--- config.mk ---
export PLATFORM = sky130hd
export DESIGN_NAME = apb3_ram_bridge
export DESIGN_NICKNAME = d
export VERILOG_FILES = /design/src/rtl/apb3_ram_bridge_pkg.sv /design/src/rtl/apb3_ram_bridge_timeout.sv /design/src/rtl/apb3_ram_bridge.sv
export SDC_FILE = /design/constraint.sdc
export NUM_CORES = 1
export LEC_CHECK = 0
export BUFFER_PORTS_ARGS = -buffer_cell sky130_fd_sc_hd__buf_4
export CORE_AREA = 2 2 182 112
export DETAILED_ROUTE_END_ITERATION = 8
export DIE_AREA = 0 0 184 114
export PLACE_DENSITY_LB_ADDON = 0.08
export SYNTH_ARGS = -nofsm -noshare
export SYNTH_HDL_FRONTEND = slang
export SYNTH_SLANG_ARGS = --single-unit
--- constraint.sdc ---
create_clock -name io_mainClk -period 8.34 [get_ports io_mainClk]
set_input_delay 1.668 -clock io_mainClk [delete_from_list [all_inputs] [get_ports io_mainClk]]
set_output_delay 1.668 -clock io_mainClk [all_outputs]
set_load 0.01 [all_outputs]
--- src/rtl/apb3_ram_bridge_pkg.sv ---
// Package: apb3_ram_bridge_pkg
// Shared definitions for the APB3-to-RAM bridge:
//   state_t   - bridge FSM encoding (IDLE=0, CMD=1, RSP=2, ACK=3)
//   RD_MASK   - byte mask driven on every read command
//   ERR_RDATA - PRDATA value returned on an error or abort
package apb3_ram_bridge_pkg;

  typedef enum logic [1:0] {
    ST_IDLE = 2'd0,
    ST_CMD  = 2'd1,
    ST_RSP  = 2'd2,
    ST_ACK  = 2'd3
  } state_t;

  localparam logic [3:0]  RD_MASK   = 4'hF;
  localparam logic [31:0] ERR_RDATA = 32'h0;

endpackage

--- src/rtl/apb3_ram_bridge_timeout.sv ---
// Module: apb3_ram_bridge_timeout
// Watchdog counter for the bridge's CMD/RSP wait states.
// It is instantiated only when APB3_RAM_BRIDGE_TIMEOUT_EN is defined.
// Ports:
//   io_mainClk            in  system clock, rising edge
//   resetCtrl_systemReset in  asynchronous, active-high reset
//   clear                 in  zero the counter (held while the bridge is idle)
//   enable                in  count one cycle (bridge waiting on the RAM)
//   expire                out high while enabled and the count equals TIMEOUT_CYCLES
module apb3_ram_bridge_timeout
  import apb3_ram_bridge_pkg::*;
#(
  parameter int TIMEOUT_CYCLES = 255
) (
  input  logic io_mainClk,
  input  logic resetCtrl_systemReset,
  input  logic clear,
  input  logic enable,
  output logic expire
);

  localparam logic [15:0] LIMIT = 16'(TIMEOUT_CYCLES);

  logic [15:0] count;

  // The count saturates at LIMIT, so expire stays up until the bridge leaves
  // the wait states.
  assign expire = enable && (count == LIMIT);

  always_ff @(posedge io_mainClk or posedge resetCtrl_systemReset) begin
    if (resetCtrl_systemReset) begin
      count <= 16'd0;
    end else if (clear) begin
      count <= 16'd0;
    end else if (enable && !expire) begin
      count <= count + 16'd1;
    end
  end

endmodule

--- src/rtl/apb3_ram_bridge.sv ---
// Module: apb3_ram_bridge
// APB3 slave that turns each APB3 transfer into one command on the RAM's
// cmd/rsp bus. Only one command is outstanding at a time. PREADY and PRDATA
// are registered. An access at or beyond ADDR_DEPTH*4 bytes is answered with
// PSLVERROR, and no command is sent to the RAM.
// Optional feature: when APB3_RAM_BRIDGE_TIMEOUT_EN is defined, a transfer
// that waits in CMD/RSP for TIMEOUT_CYCLES cycles is aborted with PSLVERROR
// and PRDATA=0.
// Ports:
//   io_mainClk, resetCtrl_systemReset   clock and asynchronous active-high reset
//   io_apb_*                            APB3 slave port (PADDR, PSEL, PENABLE, PWRITE,
//                                       PWDATA, PSTRB in; PREADY, PRDATA, PSLVERROR out)
//   io_bus_cmd_*                        RAM command: valid/ready and the payload
//                                       (write, address, data, mask)
//   io_bus_rsp_*                        RAM read response: valid and data
module apb3_ram_bridge
  import apb3_ram_bridge_pkg::*;
#(
  parameter int ADDR_DEPTH     = 65536,
  parameter int TIMEOUT_CYCLES = 255
) (
  input  logic        io_mainClk,
  input  logic        resetCtrl_systemReset,
  input  logic [31:0] io_apb_PADDR,
  input  logic        io_apb_PSEL,
  input  logic        io_apb_PENABLE,
  input  logic        io_apb_PWRITE,
  input  logic [31:0] io_apb_PWDATA,
  input  logic [3:0]  io_apb_PSTRB,
  output logic        io_apb_PREADY,
  output logic [31:0] io_apb_PRDATA,
  output logic        io_apb_PSLVERROR,
  output logic        io_bus_cmd_valid,
  input  logic        io_bus_cmd_ready,
  output logic        io_bus_cmd_payload_write,
  output logic [31:0] io_bus_cmd_payload_address,
  output logic [31:0] io_bus_cmd_payload_data,
  output logic [3:0]  io_bus_cmd_payload_mask,
  input  logic        io_bus_rsp_valid,
  input  logic [31:0] io_bus_rsp_payload_data
);

  // The limit is 33 bits wide so that a full 32-bit byte range can be compared.
  localparam logic [32:0] ADDR_LIMIT = 33'(ADDR_DEPTH) << 2;

  state_t state;
  logic   setup_phase;
  logic   out_of_range;
  logic   timeout_expire;

  assign setup_phase  = io_apb_PSEL && !io_apb_PENABLE;
  assign out_of_range = {1'b0, io_apb_PADDR} >= ADDR_LIMIT;

`ifdef APB3_RAM_BRIDGE_TIMEOUT_EN
  apb3_ram_bridge_timeout #(
    .TIMEOUT_CYCLES(TIMEOUT_CYCLES)
  ) u_timeout (
    .io_mainClk           (io_mainClk),
    .resetCtrl_systemReset(resetCtrl_systemReset),
    .clear                (state == ST_IDLE),
    .enable               ((state == ST_CMD) || (state == ST_RSP)),
    .expire               (timeout_expire)
  );
`else
  // The timeout is not built in, so this is constant 0 and the bridge waits
  // for the RAM indefinitely.
  assign timeout_expire = (TIMEOUT_CYCLES < 0);
`endif

  always_ff @(posedge io_mainClk or posedge resetCtrl_systemReset) begin
    if (resetCtrl_systemReset) begin
      state                      <= ST_IDLE;
      io_apb_PREADY              <= 1'b0;
      io_apb_PSLVERROR           <= 1'b0;
      io_apb_PRDATA              <= 32'h0;
      io_bus_cmd_valid           <= 1'b0;
      io_bus_cmd_payload_write   <= 1'b0;
      io_bus_cmd_payload_address <= 32'h0;
      io_bus_cmd_payload_data    <= 32'h0;
      io_bus_cmd_payload_mask    <= 4'h0;
    end else begin
      // PREADY/PSLVERROR are set only on entry to ACK, so each lasts one cycle.
      io_apb_PREADY    <= 1'b0;
      io_apb_PSLVERROR <= 1'b0;
      case (state)
        ST_IDLE: begin
          if (setup_phase) begin
            io_bus_cmd_payload_write   <= io_apb_PWRITE;
            io_bus_cmd_payload_address <= io_apb_PADDR;
            io_bus_cmd_payload_data    <= io_apb_PWDATA;
            io_bus_cmd_payload_mask    <= io_apb_PWRITE ? io_apb_PSTRB : RD_MASK;
            if (out_of_range) begin
              state            <= ST_ACK;
              io_apb_PREADY    <= 1'b1;
              io_apb_PSLVERROR <= 1'b1;
              io_apb_PRDATA    <= ERR_RDATA;
            end else begin
              state            <= ST_CMD;
              io_bus_cmd_valid <= 1'b1;
            end
          end
        end
        ST_CMD: begin
          // If the RAM accepts in the same cycle the timeout expires, the
          // accept wins because the RAM has already taken the command.
          if (io_bus_cmd_ready) begin
            io_bus_cmd_valid <= 1'b0;
            if (io_bus_cmd_payload_write) begin
              state         <= ST_ACK;
              io_apb_PREADY <= 1'b1;
            end else begin
              state <= ST_RSP;
            end
          end else if (timeout_expire) begin
            io_bus_cmd_valid <= 1'b0;
            state            <= ST_ACK;
            io_apb_PREADY    <= 1'b1;
            io_apb_PSLVERROR <= 1'b1;
            io_apb_PRDATA    <= ERR_RDATA;
          end
        end
        ST_RSP: begin
          if (io_bus_rsp_valid) begin
            io_apb_PRDATA <= io_bus_rsp_payload_data;
            state         <= ST_ACK;
            io_apb_PREADY <= 1'b1;
          end else if (timeout_expire) begin
            state            <= ST_ACK;
            io_apb_PREADY    <= 1'b1;
            io_apb_PSLVERROR <= 1'b1;
            io_apb_PRDATA    <= ERR_RDATA;
          end
        end
        ST_ACK: begin
          state <= ST_IDLE;
        end
        default: begin
          state <= ST_IDLE;
        end
      endcase
    end
  end

endmodule

==> Flow_metrics.wiki <==
{| class="wikitable"
! Metric !! Value
|-
| Synthesized net count || 443
|-
| Final hold vios || 0
|-
| Largest clock skew in the final design || 0.00722 ns
|-
| Cells on Worst Hold Path || 1
|-
| Inserted Clock Buffers || 9
|-
| Number of cells in the design after placement || 780
|-
| Wire length reported by the detailed router || 11,700 um
|-
| Number of levels the H-tree was split into || 3
|-
| Antenna-violating nets left || 0
|-
| Setup Total Neg Slack || 0 ns
|-
| Kind of launch point of the worst setup path || input pin
|-
| Critical Path, Cell by Cell || buf_4, nor2b_1, nand2_4, mux2_1
|-
| Ys flop type || dfrtp_1
|-
| Top Ports || 211
|-
| Area after detailed placement || 6190 um^2
|-
| Residual overflow from global routing || 0
|-
| Depth of the worst register-to-register path || 7
|-
| Pre-antenna DRT Iters || 4
|-
| Final setup violation count || 0
|-
| Post-synthesis average cell area || 13.2 um^2
|-
| Postcts setup bufs || 0
|-
| Die span in y || 114 um
|-
| Core area || 19,500 um^2
|-
| Global-route wire length before repair || 18,400 um
|-
| Number of buffers inserted for hold repair after clock tree synthesis || 0
|-
| Number of flops mapped to enable cells by yosys || 0
|-
| WP data arrival || 3.36 ns
|-
| Required time at the worst-slack endpoint || 8.56 ns
|-
| Effective utilization at floorplan || 22.4%
|-
| Nets || 651
|-
| Area of the mapped netlist || 4380 um^2
|-
| Count of state elements after synthesis || 106
|-
| Final worst path period need || 3.14 ns
|-
| Crit path max-delay cell type || nand2_4
|-
| Wire length per cell || 14.8 um
|-
| Register area share after synthesis || 60.6%
|-
| Setup repair after global routing missed its margin || no
|-
| Max rail drop VDD || 138 uV
|-
| Tcrit/Tclk final || 37.6%
|-
| Final number of max-transition violations || 0
|-
| Total DRC errors in the routed layout || 0
|-
| Global routing usage summed across all routing layers || 11.5%
|-
| Placer's final routability congestion estimate || 0.670
|-
| Post-DP HPWL || 8250 um
|-
| Cell types occupying the most area after synthesis || dfrtp_1 (61%), mux2_2 (12%), mux2i_1 (7.3%)
|-
| Hold crit path type || reg -> reg
|-
| Clk slew on worst S/H paths || 0.07 ns
|-
| Element type at the critical path end || flip-flop
|-
| Clock Tree Root || clkbuf_16
|-
| Die width || 184 um
|-
| Violation count after the first detailed-routing iteration || 106
|-
| Max-Slew Margin vs Limit || 32.4%
|-
| Non-Filler Cell Area, Final || 6490 um^2
|-
| Full die area || 21,000 um^2
|-
| Kind of critical path || in -> reg
|-
| Run status || finished, final reports clean
|-
| Number of gates given a new drive strength after cts || 0
|-
| Leakage dissipation || 3.19 nW
|-
| Largest net degree at the start of global routing || 77
|-
| Number of antenna violations at the first check in global routing || 0
|-
| Max capacitance violation total || 0
|-
| Instance count of the mapped netlist || 331
|-
| Maximum operating frequency || 0.319 GHz
|-
| Via count of the first global-routing pass || 3,424
|-
| Vias/cell || 3.94
|-
| Clk Latency, worst-skew pair || 0.35 ns
|-
| Clock tree from TritonCTS || done
|-
| Ratio of cells with drive above 1 in the final layout || 51.1%
|-
| Synth Warn # || 0
|-
| Number of distinct library cells after synthesis || 32
|-
| Post-route setup slack || 5.20 ns
|-
| Max Buffers Root-to-Sink || 2
|-
| Number of sinks driven by the clock tree || 106
|-
| Setup Slack @ Placement || 4.82 ns
|-
| Top cell type's share of synthesized area || 60.6%
|-
| Post-layout instance count excluding filler cells || 796
|-
| Count leader, synth || dfrtp_1
|-
| Most numerous cell types in the synthesized netlist || dfrtp_1 (106), mux2_2 (47), inv_1 (37), nand2_1 (37), mux2i_1 (32)
|-
| Delay of the slowest cell on the worst path || 0.62 ns
|-
| Total power density per cell area || 363 nW/um^2
|-
| Area overhead of the layout relative to synthesis || 48.4%
|-
| Slew at the pin with the worst max-slew slack || 1.01 ns
|-
| Number of antenna diodes || 0
|-
| # port buffers || 210
|-
| Site Rows || 40
|-
| Cell accounting for the most synthesized area || dfrtp_1
|-
| Total number of vias || 3,137
|-
| Share of synthesized registers carrying an async set or reset || 100%
|-
| Max Fanout on Critical Path || 76
|}
## layer usage
| layer | global-route usage, % | vias to the layer above | routed length, um | share of wire, % |
|---|---|---|---|---|
| met5 | 0 | - | 0 | 0 |
| met2 | 16.6 | 120 | 4840 | 41 |
| li1 | - | 1508 | - | - |
| met4 | 3.36 | 0 | 143 | 1.2 |
| met3 | 5.97 | 9 | 1280 | 11 |
| met1 | 15.0 | 1500 | 5480 | 47 |
## registers in the layout (all words and copies together) (netlist names)
signal                      flops
io_bus_cmd_payload_write        1
io_bus_cmd_payload_address     32
io_bus_cmd_valid                1
state                           2
io_bus_cmd_payload_mask         4
io_bus_cmd_payload_data        32
io_apb_PREADY                   1
io_apb_PSLVERROR                1
io_apb_PRDATA                  32
## final timing paths
kind	start	endpoint	slack, ns
setup / recovery	io_apb_PENABLE	io_bus_cmd_payload_data[13]$_DFFE_PP0P_	5.20
hold / removal	io_bus_cmd_payload_data[15]$_DFFE_PP0P_	io_bus_cmd_payload_data[15]$_DFFE_PP0P_	0.49
setup reg to reg	state[0]$_DFFE_PP0P_	io_apb_PRDATA[5]$_DFFE_PP0P_	6.07
hold reg to reg	io_bus_cmd_payload_data[15]$_DFFE_PP0P_	io_bus_cmd_payload_data[15]$_DFFE_PP0P_	0.49
max in group asynchronous	resetCtrl_systemReset	io_bus_cmd_payload_address[14]$_DFFE_PP0P_	5.65
min in group asynchronous	resetCtrl_systemReset	io_apb_PRDATA[24]$_DFFE_PP0P_	1.32
## layout by cell type (no fill, tap or decap), types with 2 or more instances in the layout
master	n
clkbuf_16	9
mux2i_1	32
nor2_1	5
inv_1	36
nor4_1	3
buf_4	213
nand2_1	36
dfrtp_1	106
mux2_2	47
nor2b_1	5
mux2_1	18
o21ai_1	4
ha_1	5
inv_6	2
## power by group
part / total, W / internal [W] / leakage [nW] / switching, W
clock network: 0.000445 / 0.000244 / 0.151 / 0.000201
logic: 0.00103 / 0.000557 / 1.71 / 0.000476
registers: 0.000881 / 0.000752 / 1.33 / 0.000129
## through the flow
| stage | utilization (%) | hold slack (ns) | power (W) |
|---|---|---|---|
| floorplan | - | 0.523 | 0.00144 |
| global placement | 31.7 | 0.474 | 0.00193 |
| finish | 33.3 | 0.494 | 0.00236 |
| detailed placement | 31.7 | 0.483 | 0.00195 |
| CTS | 33.3 | 0.502 | 0.00241 |
| global route | 33.3 | 0.520 | 0.00253 |
## cells by family after synthesis
family | after synthesis | share of synthesized area [%]
AO/OA/AOI/OAI | 16 | 2.86
AND/OR/NAND/NOR | 54 | 5.37
adder cells (fa/ha/maj) | 5 | 1.43
buffers and inverters | 53 | 5.69
flip-flops | 106 | 60.6
multiplexers | 97 | 24.0
## area by class of cell
cell class              count  area (um^2)
multi-input cells         172         1480
inverters                  37          141
well taps                 252          315
fillers                  2010        13000
clock inverters             5         61.3
clock buffers              11          243
repair buffers            213         1600
flip-flops and latches    106         2650
## worst max-delay path, delay by kind of cell
family        cells  cell delay (ns)
mux               1             0.55
simple gates      2             0.98
buf+inv           1             0.11
Note: power is estimated with default switching activity, not from simulation.
